--- src/rtl/display_pkg.sv ---
// Shared display-path definitions: BCD digit type, digit limits, counter modes
// and a helper that clamps an arbitrary nibble into the legal BCD range.
package display_pkg;

  localparam int unsigned DIGIT_W = 4;

  typedef logic [DIGIT_W-1:0] digit_t;

  localparam digit_t BCD_MAX = 4'd9;
  localparam digit_t BCD_MIN = 4'd0;

  localparam int unsigned MODE_SAT  = 0;
  localparam int unsigned MODE_WRAP = 1;

  // Force non-decimal nibbles (A..F) to 9 so a digit never holds > 9.
  function automatic digit_t bcd_clamp(input digit_t d);
    return (d > BCD_MAX) ? BCD_MAX : d;
  endfunction

endpackage

--- src/rtl/bcd_digit.sv ---
// One BCD digit of the ripple counter: computes the digit's next value for an
// increment or decrement step and the carry/borrow passed to the next digit.
// Ports:
//   digit_i      current digit value
//   inc, dec     counter is stepping up / down this cycle (mutually exclusive)
//   carry_in     lower digits roll over (tie high on digit 0)
//   borrow_in    lower digits roll under (tie high on digit 0)
//   carry_out_c  this digit rolls 9 -> 0 while incrementing
//   borrow_out_c this digit rolls 0 -> 9 while decrementing
//   next_c       next digit value (equals digit_i when not stepping)
module bcd_digit
  import display_pkg::*;
(
  input  digit_t digit_i,
  input  logic   inc,
  input  logic   dec,
  input  logic   carry_in,
  input  logic   borrow_in,
  output logic   carry_out_c,
  output logic   borrow_out_c,
  output digit_t next_c
);

  // Single-digit step with rollover.
  always_comb begin
    next_c       = digit_i;
    carry_out_c  = 1'b0;
    borrow_out_c = 1'b0;
    if (inc && carry_in) begin
      if (digit_i >= BCD_MAX) begin
        next_c      = BCD_MIN;
        carry_out_c = 1'b1;
      end else begin
        next_c = digit_i + 4'd1;
      end
    end else if (dec && borrow_in) begin
      if (digit_i == BCD_MIN) begin
        next_c       = BCD_MAX;
        borrow_out_c = 1'b1;
      end else begin
        next_c = digit_i - 4'd1;
      end
    end
  end

endmodule

--- src/rtl/bcd_counter_n.sv ---
// N-digit up/down BCD event counter for the display path, with saturate or
// wrap behaviour at the limits, synchronous clear/load/hold and status flags.
// Ports:
//   clk, reset_n  clock (rising edge), asynchronous active-low reset
//   clear         synchronous clear to zero (also clears sat)
//   load,load_val synchronous load of packed BCD value, bad nibbles -> 9
//   hold          blocks up/down counting
//   up, down      one count per cycle high; both high means no change
//   count         packed BCD count, digit 0 in bits [3:0]
//   at_max,at_min count is all 9s / all 0s
//   wrap_tick     one-cycle pulse after a wrap event
//   sat           sticky flag: an event was dropped at a limit
module bcd_counter_n
  import display_pkg::*;
#(
  parameter int unsigned DIGITS = 4,
  parameter int unsigned WRAP   = MODE_SAT
) (
  input  logic                      clk,
  input  logic                      reset_n,
  input  logic                      clear,
  input  logic                      load,
  input  logic [DIGIT_W*DIGITS-1:0] load_val,
  input  logic                      hold,
  input  logic                      up,
  input  logic                      down,
  output logic [DIGIT_W*DIGITS-1:0] count,
  output logic                      at_max,
  output logic                      at_min,
  output logic                      wrap_tick,
  output logic                      sat
);

  localparam int unsigned W = DIGIT_W * DIGITS;
  localparam logic [W-1:0] ALL_NINES = {DIGITS{BCD_MAX}};

  logic [W-1:0] count_q, count_d;
  logic         at_max_q, at_max_d;
  logic         at_min_q, at_min_d;
  logic         wrap_tick_q, wrap_tick_d;
  logic         sat_q, sat_d;

  logic          up_only_c;
  logic          down_only_c;
  logic [DIGITS:0] carry_c;
  logic [DIGITS:0] borrow_c;
  logic [W-1:0]  step_c;
  logic          limit_c;

  assign up_only_c   = up & ~down & ~hold;
  assign down_only_c = down & ~up & ~hold;

  // Digit 0 always steps; higher digits step only on ripple carry/borrow.
  assign carry_c[0]  = 1'b1;
  assign borrow_c[0] = 1'b1;

  for (genvar i = 0; i < int'(DIGITS); i++) begin : g_digit
    bcd_digit u_digit (
      .digit_i      (count_q[DIGIT_W*i +: DIGIT_W]),
      .inc          (up_only_c),
      .dec          (down_only_c),
      .carry_in     (carry_c[i]),
      .borrow_in    (borrow_c[i]),
      .carry_out_c  (carry_c[i+1]),
      .borrow_out_c (borrow_c[i+1]),
      .next_c       (step_c[DIGIT_W*i +: DIGIT_W])
    );
  end

  // Ripple out of the top digit means the step crossed all-9s or all-0s.
  assign limit_c = carry_c[DIGITS] | borrow_c[DIGITS];

  // Next-state: clear > load > (hold / up / down via step_c).
  always_comb begin
    count_d     = count_q;
    sat_d       = sat_q;
    wrap_tick_d = 1'b0;
    if (clear) begin
      count_d = '0;
      sat_d   = 1'b0;
    end else if (load) begin
      for (int unsigned i = 0; i < DIGITS; i++) begin
        count_d[DIGIT_W*i +: DIGIT_W] = bcd_clamp(load_val[DIGIT_W*i +: DIGIT_W]);
      end
    end else if (limit_c) begin
      if (WRAP == MODE_WRAP) begin
        count_d     = step_c;
        wrap_tick_d = 1'b1;
      end else begin
        sat_d = 1'b1;
      end
    end else begin
      count_d = step_c;
    end
    at_max_d = (count_d == ALL_NINES);
    at_min_d = (count_d == '0);
  end

  // State registers.
  always_ff @(posedge clk or negedge reset_n) begin
    if (!reset_n) begin
      count_q     <= '0;
      at_max_q    <= 1'b0;
      at_min_q    <= 1'b1;
      wrap_tick_q <= 1'b0;
      sat_q       <= 1'b0;
    end else begin
      count_q     <= count_d;
      at_max_q    <= at_max_d;
      at_min_q    <= at_min_d;
      wrap_tick_q <= wrap_tick_d;
      sat_q       <= sat_d;
    end
  end

  assign count     = count_q;
  assign at_max    = at_max_q;
  assign at_min    = at_min_q;
  assign wrap_tick = wrap_tick_q;
  assign sat       = sat_q;

endmodule

--- config.mk ---
export PLATFORM = sky130hd
export DESIGN_NAME = bcd_counter_n
export DESIGN_NICKNAME = d
export VERILOG_FILES = /design/src/rtl/display_pkg.sv /design/src/rtl/bcd_digit.sv /design/src/rtl/bcd_counter_n.sv
export SDC_FILE = /design/constraint.sdc
export NUM_CORES = 1
export LEC_CHECK = 0
export CAP_MARGIN = 30
export CORE_AREA = 3 3 65 67
export DETAILED_ROUTE_END_ITERATION = 8
export DIE_AREA = 0 0 68 70
export GPL_ROUTABILITY_DRIVEN = 0
export PLACE_DENSITY = 0.95
export SETUP_SLACK_MARGIN = 0.4
export SLEW_MARGIN = 20
export SYNTH_ARGS = -nofsm -noshare
export SYNTH_HDL_FRONTEND = slang
export SYNTH_SLANG_ARGS = --single-unit
--- constraint.sdc ---
create_clock -name clk -period 7.04 [get_ports clk]
set_input_delay 2.112 -clock clk [delete_from_list [all_inputs] [get_ports clk]]
set_output_delay 2.112 -clock clk [all_outputs]
set_load 0.01 [all_outputs]
Yosys cells after proc, flatten, opt, wreduce, memory -nomap -nowiden
Index checks and enable logic that the tools add are counted.
{"block": "word_totals", "regBits": 19, "input_bits": 23, "out_inout_bits": 20, "elab_cells": 89}
{"block": "classes", "addsub": 8, "n_lt_le_gt_ge": 8, "n_eq_ne": 2, "n_mux": 46, "n_bitwise": 8, "n_reduce_logical": 13}
{"op": "$mux W4", "count": 20}
{"op": "$mux W16", "count": 3}
{"op": "$mux W1", "count": 23}
{"op": "$add A4 B1 Y4 const B", "count": 4}
{"op": "$eq A16 B16 Y1 const B", "count": 1}
{"op": "$ge A4 B4 Y1 const B", "count": 4}
{"op": "$gt A4 B4 Y1 const B", "count": 4}
{"op": "$logic_not A16 Y1", "count": 1}
{"op": "$logic_not A4 Y1", "count": 4}
{"op": "$sub A4 B1 Y4 const B", "count": 4}
{"op": "$logic_and A1 B1 Y1", "count": 6}
{"op": "$and A1 B1 Y1", "count": 4}
{"op": "$not A1 Y1", "count": 3}
{"op": "$ne A2 B2 Y1 const B", "count": 1}
{"op": "$reduce_and A2 Y1", "count": 1}
{"op": "$reduce_bool A2 Y1", "count": 1}
{"op": "$or A1 B1 Y1", "count": 1}

Logic depth before layout (Yosys ltp)
{"block": "depth", "word_depth": 19, "mapped_depth": 11, "ltp_nobuf": 10}

Hierarchy
A second synthesis with hierarchy kept.
{"block": "unflattened", "cells_unflattened": 279, "area_unflattened_um2": 2187.1}
{"module": "bcd_counter_n", "n_inst": 1, "cells_per_inst": 127, "area_each_um2": 1111.1, "seq_area_each_um2": 476.7}
{"module": "bcd_digit", "n_inst": 4, "cells_per_inst": 38, "area_each_um2": 269.0, "seq_area_each_um2": 0.0}

Least setup slack after synthesis
No wires, ideal clock.
{"block": "synth_path", "path_kind": "input-to-reg", "start": "input port hold", "end": "register at_min_q (netlist: at_min)", "setup_time_ns": 0.079, "arrival_time_ns": 3.801, "required_time_ns": 6.961, "path_slack_ns": 3.160, "cell_stages": 9, "n_path_buf": 1, "path_cell_list": "nor3b_2 > buf_4 > and4_1 > a32oi_1 > or4b_1 > o211ai_1 > nor3_1 > and3_1 > and4bb_1"}
{"block": "synth_via", "elab_chain_len": 18, "elab_cells_between_ends": 34, "classes_between": "mux: 23; bitwise: 4; reduce/logical: 7"}
{"item": "start: declaration", "line": "bcd_counter_n.sv:24", "source": "input logic hold,"}
{"item": "$not A1 Y1 *", "line": "bcd_counter_n.sv:50, bcd_counter_n.sv:51"}
{"item": "$and A1 B1 Y1", "line": "bcd_counter_n.sv:51", "source": "assign down_only_c = down & ~up & ~hold;"}
{"item": "$mux W1", "line": "bcd_digit.sv:36", "source": "end else if (dec && borrow_in) begin"}
{"item": "$mux W1", "line": "bcd_digit.sv:29", "source": "if (inc && carry_in) begin"}
{"item": "$logic_and A1 B1 Y1", "line": "bcd_digit.sv:36"}
{"item": "$mux W1", "line": "bcd_digit.sv:36"}
{"item": "$mux W1", "line": "bcd_digit.sv:29"}
{"item": "$logic_and A1 B1 Y1", "line": "bcd_digit.sv:36"}
{"item": "[4 not listed]"}
{"item": "$mux W1", "line": "bcd_digit.sv:29"}
{"item": "$or A1 B1 Y1", "line": "bcd_counter_n.sv:71", "source": "assign limit_c = carry_c[DIGITS] | borrow_c[DIGITS];"}
{"item": "$mux W16 *", "line": "bcd_counter_n.sv:85", "source": "end else if (limit_c) begin"}
{"item": "$mux W16 *", "line": "bcd_counter_n.sv:81", "source": "end else if (load) begin"}
{"item": "$mux W16 *", "line": "bcd_counter_n.sv:78", "source": "if (clear) begin"}
{"item": "via count_d[10]", "line": "bcd_counter_n.sv:37", "source": "logic [W-1:0] count_q, count_d;"}
{"item": "$logic_not A16 Y1 *", "line": "bcd_counter_n.sv:96", "source": "at_min_d = (count_d == '0);"}
{"item": "via at_min_d", "line": "bcd_counter_n.sv:39", "source": "logic at_min_q, at_min_d;"}
{"item": "end signal: assignment", "line": "bcd_counter_n.sv:110", "source": "at_min_q <= at_min_d;"}
{"item": "end: declaration", "line": "bcd_counter_n.sv:39"}
The timed path passes the listed nets; every way through them passes the cells marked *.
A chain may end at the register's enable or synchronous reset.

Final worst setup path
{"block": "layout_path", "start": "input port down", "end": "register at_min_q (netlist: at_min)"}
{"block": "layout_via", "elab_chain_len": 18, "elab_cells_between_ends": 36, "classes_between": "mux: 23; bitwise: 6; reduce/logical: 7"}
{"item": "start: declaration", "line": "bcd_counter_n.sv:26", "source": "input logic down,"}
{"item": "$and A1 B1 Y1 / $not A1 Y1 (equally long branches)", "line": "bcd_counter_n.sv:51, bcd_counter_n.sv:50"}
{"item": "$and A1 B1 Y1, on equally long branches", "line": "bcd_counter_n.sv:51, bcd_counter_n.sv:50"}
{"item": "$mux W1 / $and A1 B1 Y1 (equally long branches)", "line": "bcd_digit.sv:36, bcd_counter_n.sv:50"}
{"item": "$mux W1", "line": "bcd_digit.sv:29"}
{"item": "$logic_and A1 B1 Y1", "line": "bcd_digit.sv:36"}
{"item": "$mux W1", "line": "bcd_digit.sv:36"}
{"item": "$mux W1", "line": "bcd_digit.sv:29"}
{"item": "$logic_and A1 B1 Y1", "line": "bcd_digit.sv:36"}
{"item": "[3 not listed]"}
{"item": "$mux W1", "line": "bcd_digit.sv:36"}
{"item": "$mux W1", "line": "bcd_digit.sv:29"}
{"item": "$or A1 B1 Y1", "line": "bcd_counter_n.sv:71"}
{"item": "$mux W16 *", "line": "bcd_counter_n.sv:85"}
{"item": "$mux W16 *", "line": "bcd_counter_n.sv:81"}
{"item": "$mux W16 *", "line": "bcd_counter_n.sv:78"}
{"item": "$logic_not A16 Y1 *", "line": "bcd_counter_n.sv:96"}
{"item": "via at_min_d", "line": "bcd_counter_n.sv:39"}
Marks and branches as above.

==> reports/results.tsv <==
metric	value	unit
VDD IR-drop max	0.000110	V
Clk network pwr share	23.5	%
Starting DRT DRC Count	268	
final WL	5800	um
Final Max Slew Viols	0	
Top FF cell, synth	dfrtp_1	
vias post-DR	2238	
Fin Setup TNS	0	ns
Synth top area share	21.7	%
core area	3690	um2
NumNets Final	330	
RSZ-0062 raised after global routing	false	
port buffer count	41	
initial antenna violation count	0	
Adder-Cell Fraction of Synth Area	7.24	%
Final Hold Violating Endpoints	0	
P_leak	0.996	nW
switching share of power	36.5	%
Site Rows	22	
Post-Synth Simple-Gate Area	33.9	%
Final period util	71.7	%
Worst setup EP type	flip-flop	
Routed WL per cell	17.0	um
ys async rst share	100	%
Starting Density	56.2	%
pin count of the biggest net entering global routing	22	
CP Cell Sequence	clkdlybuf4s50_1, nor3b_2, nand4_4, nor2_2, nor2_1, a211oi_1, a21oi_1, nor4_1, and4bb_1	
depth of the worst hold-timing path	2	
total global routing track utilization	25.1	%
Synth area leaders	dfrtp_1, ha_1, nor2_1, a21oi_1, inv_1	
Critical Path Start Type	input pin	
area leader, netlist	dfrtp_1	
Die Wd	68	um
DP Area	2480	um2
I/O pins	43	
largest family of logic cells by synthesized area	simple AND/OR/NAND/NOR gates	
CTS resizes	0	
CP max-delay cell	nor3b_2	
EDFF count, synth	0	
status	completed	
die height	70	um
Crit Reg-Reg Startpoint	count[9]$_DFF_PN0_	
ANT nets after route	0	
HP Start	sat$_DFFE_PN0P_	
Tightest Pin Transition	0.763	ns
Setup Skew	0.00578	ns
synthesized flop and latch total	19	
P_int	0.215	mW
layout cells sized above 1	8.84	%
Setup crit start	down	
Vias/cell	6.54	
CTS tree	done	
Unique masters post-synth	66	
Final Cell Area	2540	um2
worst-skew pair later-pin latency	0.27	ns
Post-Syn Instances	260	
drt drc	0	
Critical Path Sink	at_min$_DFF_PN1_	
max incr delay on CP	0.69	ns
FF-to-FF setup slack	3.69	ns
ant diodes	0	
sequential power share	39.0	%
root buffer cell	clkbuf_8	
Overall Power	0.339	mW
Num CTS Buffers	3	
post-cts hold buffer count	0	
Psw	0.124	mW
crit path DAT	5.25	ns
Synth Area in XOR/XNOR	0.845	%
Syn Area/Cell	7.97	um2
CTS sink count	19	
total setup buffers inserted after CTS	0	
multiplexer share of the synthesized area	0.966	%
worst-path maximum fanout	12	
synthesized net count	295	
Setup Crit Path Kind	in2reg	
Finish-stage setup viols	0	
die area	4760	um2
maximum clock frequency	198	MHz
Fin Hold WS	0.518	ns
Area Overhead vs Synth	22.4	%
number of global-route vias before repair	1992	
Crit path required time	7.25	ns
TritonRoute pass-1 iters	6	
register area share after synthesis	23.0	%
global route overflow	0	
Logic pwr share	37.5	%
count of filler cells inserted in the layout	299	
Yosys warnings	0	
H-tree levels	1	
Rel. slew slack	49.0	%
Max clock buf depth	2	
HPWL Detailed	4370	um
Hold Path Class	reg2reg	
CTS clk-pin slew, worst paths	0.07	ns
Power Density	134	nW/um2
clock period minus worst slack	5.05	ns
MaxCap Viol Count	0	
RR Endpoint	at_min$_DFF_PN1_	
first-pass GRT wire length	9470	um
synthesized cell area	2070	um2
reg2reg path depth	10	
compound-gate portion of the synthesized area	26.7	%
==> stage by stage <==
step	utilization [%]	std cells	setup slack [ns]
2_1_floorplan	-	260	3.16
6_report	68.8	342	1.99
5_1_grt	68.8	342	1.71
4_1_cts	68.4	341	2.04
3_5_place_dp	67.1	337	1.80
3_3_place_gp	67.1	337	2.00
==> worst max-delay path: cells and delay by family <==
family	cells	cell delay (ns)
buf+inv	1	0.62
simple gates	6	2.04
compound gates	2	0.49
==> logic make-up (layout without fill, tap and decap cells) <==
| family | count (synthesis) | after routing |
|---|---|---|
| and+or+nand+nor | 111 | 111 |
| xor gates and xnor gates | 2 | 2 |
| other | 1 | 1 |
| muxes | 2 | 2 |
| buffers and inverters | 34 | 68 |
| adders and majority gates | 12 | 12 |
| AOI/OAI and AO/OA | 79 | 79 |
| DFF | 19 | 19 |
==> worst min-delay path by stage <==
stage,endpoint,slack (ns)
6_report,sat$_DFFE_PN0P_,0.52
2_1_floorplan,sat$_DFFE_PN0P_,0.53
3_3_place_gp,sat$_DFFE_PN0P_,0.50
3_5_place_dp,sat$_DFFE_PN0P_,0.50
4_1_cts,sat$_DFFE_PN0P_,0.52
5_1_grt,sat$_DFFE_PN0P_,0.55
==> placed cells by master, fill, tap and decap left out, types with 3 or more instances in the layout <==
master           count
a211oi_1             7
a21oi_1             17
a221oi_1             3
a31oi_1              5
and3_1               3
clkbuf_8             3
clkdlybuf4s50_1     41
dfrtp_1             18
ha_1                12
inv_1               22
nand2_1             11
nand2b_1            11
nand3_1              8
nand4_1              3
nor2_1              26
nor2b_1              4
nor3_1               9
nor3b_1              3
nor3b_2              3
nor4_1               4
o211ai_1             3
o21a_1               3
o21ai_0             15
o31a_1               3
or3_1                3
==> cell type report <==
class / instances / area [um2] / share of cell area, %
clock buffer: 3 / 41.3 / 1.63
timing repair buffer: 42 / 425 / 16.8
inverter: 22 / 82.6 / 3.25
multi-input combinational: 207 / 1450 / 57.0
clock inverter: 1 / 5.00 / 0.197
tap: 48 / 60.1 / 2.37
sequential: 19 / 477 / 18.8
==> power by group through the flow <==
| stage | clock network (mW) | logic [mW] | registers, mW |
|---|---|---|---|
| after CTS | 0.0791 | 0.124 | 0.132 |
| final | 0.0796 | 0.127 | 0.132 |
| after detailed placement | 0 | 0.123 | 0.134 |
| after floorplan | 0 | 0.0784 | 0.130 |
| after global routing | 0.0854 | 0.138 | 0.133 |
| after global placement | 0 | 0.121 | 0.133 |
==> synth_stat cells, types with 2 or more instances <==
cell       n
a211oi_1   7
a21oi_1   17
a221oi_1   3
a22oi_1    2
a311oi_1   2
a31o_2     2
a31oi_1    5
and3_1     3
and4_1     2
buf_2      3
buf_4      3
clkbuf_1   5
dfrtp_1   18
ha_1      12
inv_1     22
mux2i_1    2
nand2_1   11
nand2b_1  11
nand3_1    8
nand4_1    3
nand4_4    2
nand4b_1   2
nor2_1    26
nor2_2     2
nor2b_1    4
nor3_1     9
nor3b_1    3
nor3b_2    3
nor4_1     4
o211ai_1   3
o21a_1     3
o21ai_0   15
o21bai_1   2
o31a_1     3
o31ai_1    2
or3_1      3
or3b_1     2
or3b_2     2
xnor2_1    2
==> flip-flops by register name, summed over array words and instances, names as in the netlist <==
signal,flops
at_max,1
at_min,1
sat,1
count,16
==> routing by layer <==
layer | part of all wire [%] | GRT usage [%] | vias to the layer above
li1 | - | - | 1033
met1 | 41 | 35.6 | 1023
met2 | 46 | 38.0 | 149
met3 | 9.2 | 3.05 | 33
met4 | 3.2 | 9.71 | 0
met5 | 0 | 0 | -
No activity file was read; power rests on OpenSTA's default activity.
